File: src/rtl/dsp_branch_unit_pkg.sv
// Shared definitions for the branch/loop controller.
// Provides the default address width, the branch opcode encodings and a
// small helper that evaluates conditional branch outcomes.
package dsp_branch_unit_pkg;

  localparam int MEM_ADDR_LEN = 16;

  typedef enum logic [2:0] {
    BR_NOP  = 3'd0,
    BR_JMP  = 3'd1,
    BR_JZ   = 3'd2,
    BR_JNZ  = 3'd3,
    BR_CALL = 3'd4,
    BR_RET  = 3'd5,
    BR_LOOP = 3'd6,
    BR_RSVD = 3'd7
  } br_op_e;

  // JZ takes on a set zero flag, JNZ on a clear one.
  function automatic logic cond_taken(input br_op_e op, input logic zf);
    return (op == BR_JZ) ? zf : !zf;
  endfunction

endpackage

File: src/rtl/dsp_branch_unit_lifo.sv
// dsp_lifo: small stack used for the return-address and loop stacks.
// Ports:
//   clk, rst    clock and synchronous active-high reset (clears occupancy)
//   push, pop   stack operations; both together replace the top entry
//   wdata       entry to push
//   rdata       combinational view of the top entry (zero when empty)
//   full, empty occupancy flags
// A push while full (without a pop) is dropped; a pop while empty is ignored.
module dsp_lifo #(
  parameter int WIDTH = 16,
  parameter int DEPTH = 8
) (
  input  logic             clk,
  input  logic             rst,
  input  logic             push,
  input  logic             pop,
  input  logic [WIDTH-1:0] wdata,
  output logic [WIDTH-1:0] rdata,
  output logic             full,
  output logic             empty
);

  localparam int CW = $clog2(DEPTH + 1);
  localparam int IW = (DEPTH > 1) ? $clog2(DEPTH) : 1;

  logic [WIDTH-1:0] mem [DEPTH];
  logic [CW-1:0]    cnt;
  logic [CW-1:0]    cnt_m1;
  logic [IW-1:0]    top_idx;
  logic [IW-1:0]    wr_idx;
  logic             replace;
  logic             do_write;

  assign empty    = (cnt == '0);
  assign full     = (cnt == CW'(DEPTH));
  assign cnt_m1   = cnt - CW'(1);
  assign top_idx  = IW'(cnt_m1);
  assign replace  = push && pop && !empty;
  assign wr_idx   = replace ? top_idx : IW'(cnt);
  assign do_write = replace || (push && !full);
  assign rdata    = empty ? '0 : mem[top_idx];

  always_ff @(posedge clk) begin
    if (rst) begin
      cnt <= '0;
    end else if (replace) begin
      cnt <= cnt;
    end else if (push && !full) begin
      cnt <= cnt + CW'(1);
    end else if (pop && !empty) begin
      cnt <= cnt_m1;
    end
  end

  // Storage carries no reset; occupancy alone decides what is valid.
  always_ff @(posedge clk) begin
    if (do_write) mem[wr_idx] <= wdata;
  end

endmodule

File: src/rtl/dsp_branch_unit.sv
// dsp_branch_unit: branch/loop controller driving the Fetch jump interface.
// Ports:
//   clk, rst     clock and synchronous active-high reset
//   inst_valid   decoded instruction present this cycle
//   inst_pc      address of the decoded instruction
//   br_op        branch opcode (see br_op_e)
//   br_target    jump/call target; for LOOP the last body address
//   loop_count   LOOP iteration count
//   zero_flag    ALU zero flag for JZ/JNZ
//   jump_addr    registered redirect address
//   jump_flag    registered one-cycle redirect strobe (also squashes Decode)
//   loop_active  loop stack non-empty
//   rstack_err   sticky return-stack overflow/underflow
//   lstack_err   sticky loop-stack overflow
module dsp_branch_unit
  import dsp_branch_unit_pkg::*;
#(
  parameter int ADDR_W       = MEM_ADDR_LEN,
  parameter int CNT_W        = 16,
  parameter int RSTACK_DEPTH = 8,
  parameter int LSTACK_DEPTH = 4
) (
  input  logic              clk,
  input  logic              rst,
  input  logic              inst_valid,
  input  logic [ADDR_W-1:0] inst_pc,
  input  logic [2:0]        br_op,
  input  logic [ADDR_W-1:0] br_target,
  input  logic [CNT_W-1:0]  loop_count,
  input  logic              zero_flag,
  output logic [ADDR_W-1:0] jump_addr,
  output logic              jump_flag,
  output logic              loop_active,
  output logic              rstack_err,
  output logic              lstack_err
);

  localparam int LW = 2 * ADDR_W + CNT_W;

  br_op_e            op_p0;
  logic              act_p0;
  logic              jump_p0;
  logic [ADDR_W-1:0] jump_addr_p0;
  logic              rs_err_set_p0;
  logic              ls_err_set_p0;
  logic              jump_vld_p1;
  logic [ADDR_W-1:0] jump_addr_p1;

  logic              rs_push, rs_pop, rs_full, rs_empty;
  logic [ADDR_W-1:0] rs_wdata, rs_rdata;
  logic              ls_push, ls_pop, ls_full, ls_empty;
  logic [LW-1:0]     ls_wdata, ls_rdata;

  logic [ADDR_W-1:0] top_start, top_end;
  logic [CNT_W-1:0]  top_cnt;

  dsp_lifo #(.WIDTH(ADDR_W), .DEPTH(RSTACK_DEPTH)) u_rstack (
    .clk(clk), .rst(rst), .push(rs_push), .pop(rs_pop), .wdata(rs_wdata),
    .rdata(rs_rdata), .full(rs_full), .empty(rs_empty)
  );

  dsp_lifo #(.WIDTH(LW), .DEPTH(LSTACK_DEPTH)) u_lstack (
    .clk(clk), .rst(rst), .push(ls_push), .pop(ls_pop), .wdata(ls_wdata),
    .rdata(ls_rdata), .full(ls_full), .empty(ls_empty)
  );

  // Loop entries are packed {start, end, count}, start in the MSBs.
  assign top_start = ls_rdata[LW-1 -: ADDR_W];
  assign top_end   = ls_rdata[CNT_W +: ADDR_W];
  assign top_cnt   = ls_rdata[CNT_W-1:0];

  // Stage p0: decode and decide; an outstanding redirect squashes the input.
  assign op_p0  = br_op_e'(br_op);
  assign act_p0 = inst_valid && !jump_vld_p1;

  always_comb begin
    jump_p0       = 1'b0;
    jump_addr_p0  = br_target;
    rs_push       = 1'b0;
    rs_pop        = 1'b0;
    rs_wdata      = inst_pc + ADDR_W'(1);
    ls_push       = 1'b0;
    ls_pop        = 1'b0;
    ls_wdata      = {inst_pc + ADDR_W'(1), br_target, loop_count};
    rs_err_set_p0 = 1'b0;
    ls_err_set_p0 = 1'b0;
    if (act_p0) begin
      case (op_p0)
        BR_JMP:  jump_p0 = 1'b1;
        BR_JZ,
        BR_JNZ:  jump_p0 = cond_taken(op_p0, zero_flag);
        BR_CALL: begin
          jump_p0       = 1'b1;
          rs_push       = 1'b1;
          rs_err_set_p0 = rs_full;
        end
        BR_RET: begin
          if (rs_empty) begin
            rs_err_set_p0 = 1'b1;
          end else begin
            rs_pop       = 1'b1;
            jump_p0      = 1'b1;
            jump_addr_p0 = rs_rdata;
          end
        end
        BR_LOOP: begin
          if (loop_count == '0) begin
            jump_p0      = 1'b1;
            jump_addr_p0 = br_target + ADDR_W'(1);
          end else begin
            ls_push       = 1'b1;
            ls_err_set_p0 = ls_full;
          end
        end
        default: ;
      endcase
      // Loop-end handling yields to any taken branch and to a new LOOP.
      if (!jump_p0 && op_p0 != BR_LOOP && !ls_empty && inst_pc == top_end) begin
        ls_pop = 1'b1;
        if (top_cnt > CNT_W'(1)) begin
          ls_push      = 1'b1;
          ls_wdata     = {top_start, top_end, top_cnt - CNT_W'(1)};
          jump_p0      = 1'b1;
          jump_addr_p0 = top_start;
        end
      end
    end
  end

  // Stage p1: registered redirect and sticky error flags.
  always_ff @(posedge clk) begin
    if (rst) begin
      jump_vld_p1  <= 1'b0;
      jump_addr_p1 <= '0;
      rstack_err   <= 1'b0;
      lstack_err   <= 1'b0;
    end else begin
      jump_vld_p1 <= jump_p0;
      if (jump_p0) jump_addr_p1 <= jump_addr_p0;
      if (rs_err_set_p0) rstack_err <= 1'b1;
      if (ls_err_set_p0) lstack_err <= 1'b1;
    end
  end

  assign jump_flag   = jump_vld_p1;
  assign jump_addr   = jump_addr_p1;
  assign loop_active = !ls_empty;

endmodule

File: config.mk
export PLATFORM = sky130hd
export DESIGN_NAME = dsp_branch_unit
export DESIGN_NICKNAME = d
export VERILOG_FILES = /design/src/rtl/dsp_branch_unit_pkg.sv /design/src/rtl/dsp_branch_unit_lifo.sv /design/src/rtl/dsp_branch_unit.sv
export SDC_FILE = /design/constraint.sdc
export NUM_CORES = 1
export LEC_CHECK = 0
export ABC_AREA = 1
export BUFFER_PORTS_ARGS = -buffer_cell sky130_fd_sc_hd__buf_2
export CORE_ASPECT_RATIO = 0.75
export CORE_MARGIN = 2
export CORE_UTILIZATION = 55
export CTS_CLUSTER_DIAMETER = 200
export DETAILED_ROUTE_END_ITERATION = 7
export GPL_ROUTABILITY_DRIVEN = 0
export PLACE_DENSITY = 0.82
export SETUP_SLACK_MARGIN = 0.3
export SYNTH_ARGS = -nofsm -noshare
export SYNTH_HDL_FRONTEND = slang
export SYNTH_SLANG_ARGS = --single-unit
File: constraint.sdc
create_clock -name clk -period 7.25 [get_ports clk]
set_input_delay 0.725 -clock clk [delete_from_list [all_inputs] [get_ports clk]]
set_output_delay 0.725 -clock clk [all_outputs]
set_load 0.01 [all_outputs]
# Word level (Yosys, flattened, before mapping)

Memories as Yosys holds them, arrays and structs flattened.
Index checks and enable logic that the tools add are counted.

Register bits: 26
Memory bits (writable): 320
Output and inout port bits: 20
Word-level logic and storage cells: 103
Memories kept: 2

Memories:

| name         | words | bits a word | rd ports | clocked after memory_dff | wr ports | RTL line                   | RTL |
|---|---|---|---|---|---|---|---|
| u_lstack.mem | 4     | 48          | 1        | 0                        | 1        | dsp_branch_unit_lifo.sv:26 | `logic [WIDTH-1:0] mem [DEPTH];` |
| u_rstack.mem | 8     | 16          | 1        | 0                        | 1        | dsp_branch_unit_lifo.sv:26 |  |

Add/subtract/negate cells: 7
Order comparisons: 1
Eq/ne operators: 10
Mux-type cells: 45
Bitwise logic cells: 2
Reductions and logical operators: 30

Operator list:

| cell                                                                              | count |
|---|---|
| 48-bit two-way mux                                                                | 4 |
| 16-bit two-way mux                                                                | 5 |
| 16-bit by 1-bit adder with 16-bit output (second input constant)                  | 2 |
| 16-bit one-hot mux with 2 select lines                                            | 1 |
| 1-bit two-way mux                                                                 | 27 |
| 16-bit equality test                                                              | 1 |
| 16-bit by 1-bit greater-than comparator with 1-bit output (second input constant) | 1 |
| 16-bit zero test                                                                  | 1 |
| 16-bit by 1-bit subtractor with 16-bit output (second input constant)             | 1 |
| 3-bit equality test (second input constant)                                       | 4 |
| 1-bit logical AND                                                                 | 12 |
| 3-bit two-way mux                                                                 | 3 |
| 4-bit two-way mux                                                                 | 2 |
| 1-bit zero test                                                                   | 7 |
| 3-bit by 2-bit equality test with 1-bit output (second input constant)            | 2 |
| 4-bit by 1-bit adder with 4-bit output (second input constant)                    | 1 |
| 4-bit equality test (second input constant)                                       | 1 |
| 4-bit zero test                                                                   | 1 |
| 1-bit one-hot mux with 4 select lines                                             | 1 |
| 2-bit AND reduction                                                               | 2 |
| 2-bit nonzero test                                                                | 2 |
| 2-bit OR reduction                                                                | 2 |
| 4-bit by 1-bit subtractor with 4-bit output (second input constant)               | 1 |
| 3-bit by 1-bit adder with 3-bit output (second input constant)                    | 1 |
| 8 further kinds                                                                   | 10 |

# Depth between registers and ports, before layout

Gate-level depths: netlist of run 1.

Depth in word-level cells: 15
Depth in mapped cells: 27

# By module

A second synthesis of run 1 with hierarchy kept.

Cells, all modules: 1714
Area total of the unflattened synthesis: 16679.7 um^2

By module, submodules not included:

| module              | times used | cells an instance | area each (um^2) | seq. area each (um^2) |
|---|---|---|---|---|
| dsp_lifo (u_lstack) | 1          | 620               | 7748.7           | 5825.6 |
| dsp_lifo (u_rstack) | 1          | 458               | 5527.8           | 3923.8 |
| dsp_branch_unit     | 1          | 636               | 3403.3           | 380.4 |

# Worst setup path after synthesis of run 1

OpenSTA, ideal clock, no wires.

Path kind: register -> register
Start point: register u_lstack.cnt[0]
End point: memory u_lstack.mem[0][0] (netlist bit) (enable)
Library setup time: 454 ps
Arrival time: 5744 ps
Data required time: 6796 ps
Slack: 1052 ps
Cell stages (with the launch flop): 25
Buffers on the path: 8
Period minus slack after synthesis: 6198 ps
Cells stage by stage: dfxtp_1 buf_4 inv_2 buf_6 buf_6 clkbuf_1 clkbuf_1 ha_1 inv_2 clkbuf_1 clkbuf_1 o21ai_0 o21ai_1 nand2_1 ha_1 inv_1 nor2_1 nand2_1 nand2_1 nand2_1 nand4_1 buf_2 o21ai_1 inv_1 nor2_1

Word-level cells in the longest chain between the ends: 12
Elaborated cells on any way between the ends: 23
Classes of those cells: add/sub (1); order compare (1); eq/ne (2); mux (9); reduce/logical (9); memory (1)

RTL lines:

| what                                                                                              | RTL line                                       | RTL |
|---|---|---|
| start, declared                                                                                   | dsp_branch_unit_lifo.sv:27                     | `logic [CW-1:0] cnt;` |
| start signal, assigned                                                                            | dsp_branch_unit_lifo.sv:47                     | `cnt <= cnt;` |
| start signal, assigned                                                                            | dsp_branch_unit_lifo.sv:49                     | `cnt <= cnt + CW'(1);` |
| start signal, assigned                                                                            | dsp_branch_unit_lifo.sv:51                     | `cnt <= cnt_m1;` |
| 3-bit by 1-bit subtractor with 3-bit output                                                       | dsp_branch_unit_lifo.sv:36                     | `assign cnt_m1 = cnt - CW'(1);` |
| memory 4 x 48 bit                                                                                 | n/a                                            |  |
| 48-bit two-way mux                                                                                | dsp_branch_unit_lifo.sv:41                     | `assign rdata = empty ? '0 : mem[top_idx];` |
| 16-bit by 1-bit greater-than comparator with 1-bit output or 16-bit equality test (tied branches) | dsp_branch_unit.sv:120, dsp_branch_unit.sv:118 |  |
| 1-bit two-way mux or 1-bit logical AND (tied branches)                                            | dsp_branch_unit.sv:120, dsp_branch_unit.sv:118 |  |
| 1-bit two-way mux                                                                                 | dsp_branch_unit.sv:118                         | `if (!jump_p0 && op_p0 != BR_LOOP && !ls_empty && inst_pc == top_end) begin` |
| 1-bit two-way mux                                                                                 | dsp_branch_unit.sv:87                          | `if (act_p0) begin` |
| 1-bit logical AND (2 in a row)                                                                    | dsp_branch_unit_lifo.sv:38                     | `assign replace = push && pop && !empty;` |
| 1-bit logical OR                                                                                  | dsp_branch_unit_lifo.sv:40                     | `assign do_write = replace \|\| (push && !full);` |
| 1-bit two-way mux                                                                                 | dsp_branch_unit_lifo.sv:57                     | `if (do_write) mem[wr_idx] <= wdata;` |
| 1-bit two-way mux (implied by the code)                                                           | dsp_branch_unit_lifo.sv:57                     |  |
| end, declared                                                                                     | dsp_branch_unit_lifo.sv:26                     |  |

Parallel ways exist; a longest one is shown, timed or not.

# Worst setup path in the final report of run 1

Start point: register u_lstack.cnt[0]
End point: memory u_lstack.mem[0][28] (netlist bit) (enable)

The elaborated chain is that of the path after synthesis.

==> Flow_metrics.wiki, run 1 <==
{| class="wikitable"
! Metric !! Value
|-
| Standby leakage power || 7.09 nW
|-
| Largest cells by area after synthesis || sky130_fd_sc_hd__edfxtp_1 59%, sky130_fd_sc_hd__nand2_1 8.0%, sky130_fd_sc_hd__o21ai_0 5.5%
|-
| Number of enable flip-flop cells after synthesis || 320
|-
| Number of setup violations in the final report || 0
|-
| Insertion delay to the later sink of the worst-skew pair || 0.53 ns
|-
| Top cell family by delay on the critical path || simple AND/OR/NAND/NOR gates
|-
| Post-CTS setup buffer count || 0
|-
| Max-slew violations || 0
|-
| Hold crit path type || flip-flop to flip-flop
|-
| R2r worst-path depth || 17
|-
| Post-synthesis cell type with the largest combined area || sky130_fd_sc_hd__edfxtp_1
|-
| Buf+Inv Stages, Crit Path || 5
|-
| Number of top-level pins || 75
|-
| Drt drc || 0
|-
| Number of cells on the worst hold path || 2
|-
| DRT Wirelength || 44100 um
|-
| Number of clock sinks seen by CTS || 346
|-
| Share of the synthesized area in the top cell type || 59.4%
|-
| Slowest cell on the critical path || sky130_fd_sc_hd__inv_2
|-
| Most frequent cells in the layout || 344 x sky130_fd_sc_hd__nand2_1, 320 x sky130_fd_sc_hd__edfxtp_1, 226 x sky130_fd_sc_hd__nor2_1
|-
| DRT Pass-1 Iters || 7
|-
| Max frequency || 167 MHz
|-
| Post-detailed-route wirelength per cell || 20.9 um
|-
| Die area || 30800 sq um
|-
| Startpoint type of the worst setup path || flip-flop
|-
| Shortest clock period the worst path allows after layout || 5.97 ns
|-
| Power density normalized to cell area || 245 nW/um^2
|-
| Slack of the worst reg-to-reg path || 1.28 ns
|-
| Count of hold buffers inserted by post-cts repair || 0
|-
| TritonCTS buffer count || 34
|-
| Routed length on met2 || 18700 um
|-
| CTS clock-pin slew for the worst setup and hold paths || 0.06 ns
|-
| Fin. Hold Viols || 0
|-
| Number of vias per cell || 5.99
|-
| Number of warnings reported in the yosys synthesis log || 0
|-
| Number of nets still failing antenna checks after routing || 0
|-
| Cell Area, Placed || 16900 sq um
|-
| Post-synthesis instance area || 16200 sq um
|-
| Kind of end point of the critical path || flip-flop
|-
| Synthesized area divided by synthesized cell count || 9.86 sq um
|-
| Detailed route wirelength on metal3 || 6170 um
|-
| Worst VDD drop || 0.000136 V
|-
| Commonest register cell after synthesis || sky130_fd_sc_hd__edfxtp_1
|-
| TritonCTS clock tree || done
|-
| Number of global-route vias before repair || 11.8k
|-
| Fin Clk Skew || 0.0264 ns
|-
| Core occupancy in the finished layout || 61.9%
|-
| Die W || 202 um
|-
| Area growth from synthesis to layout || 11.2%
|-
| Die boundary height || 153 um
|-
| Global-route wire length before repair || 66600 um
|-
| Proportion of synthesized flip-flops having asynchronous set or reset || 0%
|-
| Highest routed layer || met5
|-
| Crit Path Class || flip-flop to flip-flop
|-
| Status || finished, final reports clean
|-
| Yosys reg bits || 346
|-
| Sequential element share of the synthesized area || 62.6%
|-
| Critical path, cell by cell || inv_2 > ha_1 > inv_2 > o21ai_0 > o21ai_1 > nand2_1 > ha_1 > inv_1 > nor2_1 > nand2_1 > nand2_1 > nand2_1 > nand4_1 > o21ai_1 > inv_1 > nor2_4 > buf_4
|-
| Count of input and output buffers || 74
|-
| Initial core utilization || 55.7%
|-
| Antenna violations before repair || 5
|-
| Iteration-0 DRC Markers || 2223
|-
| Critical Path AT || 6.13 ns
|-
| Sum of negative setup slack || 0 ns
|-
| Launch point of the worst path || u_lstack.cnt[0]
|-
| Distinct cells, synth || 45
|-
| Total grt overflow || 0
|-
| Net count of the finished layout || 1758
|-
| Maximum number of pins on one net before global-route repair || 93
|-
| Post-CTS Resized || 0
|-
| Detailed-route via count || 12.7k
|-
| Root Buffer || sky130_fd_sc_hd__clkbuf_16
|-
| Least-Margin Pin Slew || 1.05 ns
|-
| Cell mode on critical path || sky130_fd_sc_hd__nand2_1
|-
| Maximum root-to-sink buffer count || 3
|-
| Required time at the endpoint of the critical path || 7.41 ns
|-
| Headroom to the max-slew limit || 29.6%
|-
| Post-Route M1 WL || 17500 um
|-
| RSZ-0062 raised after global routing || no
|-
| Synth Instances || 1641
|-
| Mapped Nets || 1706
|-
| Part of the cycle the worst path needs || 82.4%
|-
| Number of rows in the core area || 54
|-
| Clock H-tree levels || 2
|-
| Reg-to-reg critical path startpoint || u_lstack.cnt[0]
|-
| Final HPWL from detailed placement || 28400 um
|-
| Worst reg2reg endpoint || u_lstack.mem[0][28]
|-
| Crit-path max cell delay || 0.71 ns
|-
| Overall fraction of global-route tracks in use || 28.0%
|-
| Post-route design area || 18000 sq um
|-
| Commonest non-fill, non-tap cell in the layout || sky130_fd_sc_hd__nand2_1
|-
| Maximum fanout along the worst path || 52
|-
| Share of cells above drive strength 1 || 10.4%
|-
| Floorplan core area || 29100 sq um
|-
| Hold path endpoint || jump_addr[13]
|-
| Number of max-cap violations || 0
|-
| Hold path start || jump_addr[13]
|}
-- synth_stat cells, drive strengths merged (3+ instances only) --
master  number
nor2       237
ha          10
clkbuf      48
nor4         4
xnor2        8
o22ai       30
nand2      344
o211ai      16
o21ai      210
nor3        15
dfxtp       26
o221ai      20
inv        154
o31ai        3
nand3       93
a31oi        4
edfxtp     320
buf         33
nand4        3
xor2        22
a21oi       22
-- logic make-up (layout without fill, tap and decap cells) --
logic type | after synthesis | in the layout | share of synthesized area (%)
compound gates | 318 | 318 | 11.2
xor+xnor | 30 | 30 | 1.62
fa+ha+maj | 10 | 10 | 0.773
flops | 346 | 346 | 62.6
buf+inv | 235 | 311 | 6.11
other cells | 0 | 4 | 0
mux | 2 | 2 | 0.162
simple gates | 700 | 700 | 17.6
-- worst min-delay path: stages, from the launching register on --
cell	delay, ns
sky130_fd_sc_hd__dfxtp_1	0.32
sky130_fd_sc_hd__nand2_1	0.06
sky130_fd_sc_hd__a21oi_1	0.06
-- metrics by stage --
step           power (mW)  setup WS (ns)  cells  hold WS (ns)
5_1_grt              4.51          0.905   2112         0.492
4_1_cts              4.38           1.33   2109         0.480
2_1_floorplan        2.51           1.05   1641         0.459
3_3_place_gp         2.64           1.67   2049         0.463
3_5_place_dp         2.65           1.37   2049         0.467
6_report             4.40           1.28   2113         0.486
-- how the worst max path moves through the flow --
| stage | cells past startpoint | endpoint | slack, ns |
|---|---|---|---|
| 6_report | 17 | u_lstack.mem[0][28] | 1.28 |
| 3_3_place_gp | 17 | u_lstack.mem[0][26] | 1.67 |
| 3_5_place_dp | 17 | u_lstack.mem[0][22] | 1.37 |
| 4_1_cts | 17 | u_lstack.mem[0][28] | 1.33 |
| 5_1_grt | 17 | u_lstack.mem[1][26] | 0.90 |
| 2_1_floorplan | 24 | u_lstack.mem[0][0] | 1.05 |
-- registers in the layout, indices dropped and copies added, names as in the netlist --
| register | flops |
|---|---|
| jump_addr | 16 |
| jump_flag | 1 |
| lstack_err | 1 |
| rstack_err | 1 |
| u_lstack.cnt | 3 |
| u_lstack.mem | 192 |
| u_rstack.cnt | 4 |
| u_rstack.mem | 128 |
-- area by class of cell --
cell class,count,area [sq um]
clock inverter,11,111
timing repair buffer,97,543
antenna,4,10.0
inverter,154,581
tap,392,490
fill,2280,11100
multi-input combinational,1060,5120
sequential,346,10100
clock buffer,49,1000
-- per-layer routing --
layer,vias to the layer above,track usage [%]
met5,-,0
met4,2,10.7
met3,139,8.17
met2,903,40.6
met1,5891,40.1
li1,5723,-
-- where the power goes --
| part | internal (mW) | leakage, nW | switching (mW) | total [mW] |
|---|---|---|---|---|
| clock | 1.04 | 0.544 | 0.739 | 1.78 |
| combinational | 0.115 | 3.46 | 0.300 | 0.414 |
| sequential | 2.20 | 3.09 | 0.0107 | 2.21 |
| total | 3.35 | 7.09 | 1.05 | 4.40 |
Note: power is estimated with default switching activity, not from simulation.
==> run 2: changes to the inputs <==
--- a/config.mk
+++ b/config.mk
@@ -5,7 +5,7 @@
 export SDC_FILE = /design/constraint.sdc
 export NUM_CORES = 1
 export LEC_CHECK = 0
-export ABC_AREA = 1
+export ABC_AREA = 0
 export BUFFER_PORTS_ARGS = -buffer_cell sky130_fd_sc_hd__buf_2
 export CORE_ASPECT_RATIO = 0.75
 export CORE_MARGIN = 2
==> constraint.sdc (replaced) <==
create_clock -name clk -period 5.6 [get_ports clk]
set_input_delay 0.56 -clock clk [delete_from_list [all_inputs] [get_ports clk]]
set_output_delay 0.56 -clock clk [all_outputs]
set_load 0.01 [all_outputs]
==> Flow_metrics.wiki, run 2 <==
{| class="wikitable"
! Metric !! Value
|-
| RSZ-0062 raised after global routing || no
|-
| Mapped Nets || 1039 (-39%)
|-
| Flip-flop count of the largest register after layout || 192 (unchanged)
|-
| Power density normalized to cell area || 312 nW/um^2 (+28%)
|-
| Slack of the worst reg-to-reg path || 0.57 ns (-0.71 ns)
|-
| Maximum number of pins on one net before global-route repair || 56 (-40%)
|-
| Post-synth top cells || 320 x sky130_fd_sc_hd__edfxtp_1, 81 x sky130_fd_sc_hd__nand2_1, 80 x sky130_fd_sc_hd__mux4_2, 45 x sky130_fd_sc_hd__o21ai_0, 39 x sky130_fd_sc_hd__clkbuf_1
|-
| Number of top-level pins || 75 (unchanged)
|-
| Number of warnings reported in the yosys synthesis log || 0 (unchanged)
|-
| R2r worst-path depth || 9 (-8)
|-
| Startpoint type of the worst setup path || flip-flop
|-
| Standby leakage power || 5.82 nW (-18%)
|-
| Largest register by flop count || u_lstack.mem
|-
| Insertion delay to the later sink of the worst-skew pair || 0.51 ns (-0.02 ns)
|-
| Antenna violations before repair || 5 (unchanged)
|-
| Least-Margin Pin Slew || 1.25 ns (+0.194 ns)
|-
| Part of the cycle the worst path needs || 89.9% (+7.5 points)
|-
| Number of setup violations in the final report || 0 (unchanged)
|-
| Area growth from synthesis to layout || 13.1%
|-
| Most frequent cells in the layout || 320 x sky130_fd_sc_hd__edfxtp_1, 81 x sky130_fd_sc_hd__nand2_1, 80 x sky130_fd_sc_hd__mux4_2
|-
| Yosys reg bits || 346 (unchanged)
|-
| Area share of fa/ha/maj cells after synthesis || 0.803% (+0.030 points)
|-
| Commonest register cell after synthesis || sky130_fd_sc_hd__edfxtp_1
|-
| Detailed route wirelength on metal3 || 4900 um (-21%)
|-
| Max-slew violations || 0 (unchanged)
|-
| Post-route design area || 17600 sq um (-2.0%)
|-
| Critical Path AT || 5.21 ns (-0.92 ns)
|-
| Area share of xor/xnor cells in the synthesized design || 1.97% (+0.34 points)
|-
| Status || finished, final reports clean
|-
| Root Buffer || sky130_fd_sc_hd__clkbuf_16
|-
| Maximum fanout along the worst path || 55 (+5.8%)
|-
| Number of rows in the core area || 53 (-1.9%)
|-
| Distinct cells, synth || 66 (+47%)
|-
| Share of cells above drive strength 1 || 26.2% (+16 points)
|-
| Post-Route M1 WL || 15200 um (-13%)
|-
| Crit Path Class || flip-flop to flip-flop
|-
| Synth Instances || 974 (-41%)
|-
| CTS clock-pin slew for the worst setup and hold paths || 0.07 ns (about the same)
|-
| Required time at the endpoint of the critical path || 5.77 ns (-1.64 ns)
|-
| Max frequency || 199 MHz (+19%)
|-
| Total grt overflow || 0 (unchanged)
|-
| Post-detailed-route wirelength per cell || 25.9 um (+24%)
|-
| Cell Area, Placed || 16500 sq um (-2.2%)
|-
| Worst reg2reg endpoint || u_lstack.mem[3][23]
|-
| Fin Clk Skew || 0.0214 ns (-0.00502 ns)
|-
| Launch point of the worst path || u_lstack.cnt[0]
|-
| Number of vias per cell || 6.50 (+8.5%)
|-
| Worst VDD drop || 0.000216 V (+59%)
|-
| Sum of negative setup slack || 0 ns (unchanged)
|-
| Die W || 198 um (-1.9%)
|-
| Combinational family with the most area after synthesis || multiplexers
|-
| Fin. Hold Viols || 0 (unchanged)
|-
| Number of clock sinks seen by CTS || 346 (unchanged)
|-
| Crit-path max cell delay || 0.78 ns (+0.07 ns)
|-
| Drt drc || 0 (unchanged)
|-
| DRT Wirelength || 38100 um (-14%)
|-
| Routed length on met2 || 16800 um (-10%)
|-
| Most used standard cell by instance count after synthesis || sky130_fd_sc_hd__edfxtp_1
|-
| Number of global-route vias before repair || 9128 (-23%)
|-
| Hold crit path type || primary input to flip-flop
|-
| Count of hold buffers inserted by post-cts repair || 0 (unchanged)
|-
| Largest cells by area after synthesis || sky130_fd_sc_hd__edfxtp_1 62%, sky130_fd_sc_hd__mux4_2 12%, sky130_fd_sc_hd__dfxtp_1 3.3%
|-
| Number of max-cap violations || 0 (unchanged)
|-
| DRT Pass-1 Iters || 6 (-1)
|-
| Critical path, cell by cell || clkinvlp_4 > ha_4 > mux4_2 > nor4_4 > a31oi_1 > nor3_4 > or3_4 > buf_4 > o21ai_0
|-
| Die boundary height || 150 um (-1.8%)
|-
| Number of enable flip-flop cells after synthesis || 320 (unchanged)
|-
| TritonCTS buffer count || 34 (unchanged)
|-
| Post-CTS Resized || 0 (unchanged)
|-
| TritonCTS clock tree || done
|-
| Headroom to the max-slew limit || 16.2% (-13 points)
|-
| Count of input and output buffers || 74 (unchanged)
|-
| Floorplan core area || 27900 sq um (-3.9%)
|-
| Timing endpoint of the critical path || u_lstack.mem[3][23]
|-
| Reg-to-reg critical path startpoint || u_lstack.cnt[0]
|-
| Synthesized area divided by synthesized cell count || 16.0 sq um (+62%)
|-
| Post-synthesis instance area || 15600 sq um (-3.7%)
|-
| Global-route wire length before repair || 56200 um (-16%)
|-
| Shortest clock period the worst path allows after layout || 5.03 ns (-0.941 ns)
|-
| Highest routed layer || met4
|-
| Clock H-tree levels || 2 (unchanged)
|-
| Net count of the finished layout || 1121 (-36%)
|-
| Share of the synthesized area in compound gates (AO/OA/AOI/OAI) || 5.99% (-5.2 points)
|-
| Total power || 5.50 mW (+25%)
|-
| Commonest non-fill, non-tap cell in the layout || sky130_fd_sc_hd__edfxtp_1
|-
| Area fraction in and, or, nand and nor cells after synthesis || 7.74% (-9.9 points)
|-
| Final HPWL from detailed placement || 25100 um (-12%)
|-
| Overall fraction of global-route tracks in use || 26.1% (-1.9 points)
|-
| Proportion of synthesized area in mux cells || 16.3% (+16 points)
|-
| Initial core utilization || 55.8% (+0.096 points)
|-
| Sequential element share of the synthesized area || 65.0% (+2.4 points)
|-
| Iteration-0 DRC Markers || 1331 (-40%)
|-
| Slowest cell on the critical path || sky130_fd_sc_hd__ha_4
|-
| Post-CTS setup buffer count || 0 (unchanged)
|-
| Post-synthesis cell type with the largest combined area || sky130_fd_sc_hd__edfxtp_1
|-
| Kind of end point of the critical path || flip-flop
|-
| Detailed-route via count || 9557 (-24%)
|-
| Maximum root-to-sink buffer count || 3 (unchanged)
|-
| Share of the synthesized area in the top cell type || 61.7% (+2.3 points)
|-
| Number of nets still failing antenna checks after routing || 0 (unchanged)
|-
| Die area || 29700 sq um (-3.7%)
|-
| Proportion of synthesized flip-flops having asynchronous set or reset || 0% (unchanged)
|}
[run 2: through the flow]
stage | instances | utilization (%) | hold slack (ns) | worst slack (ns)
after global placement | 1405 | 59.1 | 0.443 | 0.826
after global routing | 1470 | 63.1 | 0.397 | 0.303
final | 1471 | 63.1 | 0.393 | 0.568
after detailed placement | 1405 | 59.1 | 0.450 | 0.617
after CTS | 1466 | 63.1 | 0.386 | 0.605
after floorplan | 974 | - | 0.492 | 0.333
[run 2: critical path: cells and delay by family, from the launching register on]
family / cells / cell delay [ns]
buffers and inverters: 2 / 1.04
adders and majority gates: 1 / 0.78
AOI/OAI and AO/OA: 2 / 0.58
DFF: 1 / 0.57
muxes: 1 / 0.49
and+or+nand+nor: 3 / 1.15
[run 2: area by class of cell]
type,count,area (sq um)
Sequential cell,346,10100
Antenna cell,5,12.5
Clock inverter,20,166
Clock buffer,41,941
Inverter,15,62.6
Timing Repair Buffer,101,586
Fill cell,1948,10300
Multi-Input combinational cell,558,5240
Tap cell,385,482
[run 2: report_power, final]
| group | leakage, nW | switching, mW | internal (mW) |
|---|---|---|---|
| clock network | 0.538 | 0.942 | 1.33 |
| registers | 3.09 | 0.00970 | 2.85 |
| logic | 2.19 | 0.234 | 0.136 |
[run 2: cell families after synthesis]
group                    count (synthesis)
adder cells (fa/ha/maj)                 10
buffers and inverters                   70
AND/OR/NAND/NOR                        239
XOR/XNOR                                35
multiplexers                           139
flip-flops                             346
AO/OA/AOI/OAI                          135
[run 2: worst min path at each step]
stage / cells after the start / end / slack [ns] / start
4_1_cts: 2 / u_lstack.mem[1][8] / 0.39 / loop_count[8]
3_3_place_gp: 1 / jump_addr[15] / 0.44 / jump_addr[15]
2_1_floorplan: 1 / jump_addr[11] / 0.49 / jump_addr[11]
6_report: 2 / u_lstack.mem[1][8] / 0.39 / loop_count[8]
5_1_grt: 2 / u_lstack.mem[1][3] / 0.40 / loop_count[3]
3_5_place_dp: 1 / jump_addr[15] / 0.45 / jump_addr[15]
[run 2: routing by layer]
layer	up-vias	global-route usage, %
li1	4063	-
met1	4777	38.9
met2	625	37.9
met3	92	6.78
met4	0	8.53
met5	-	0
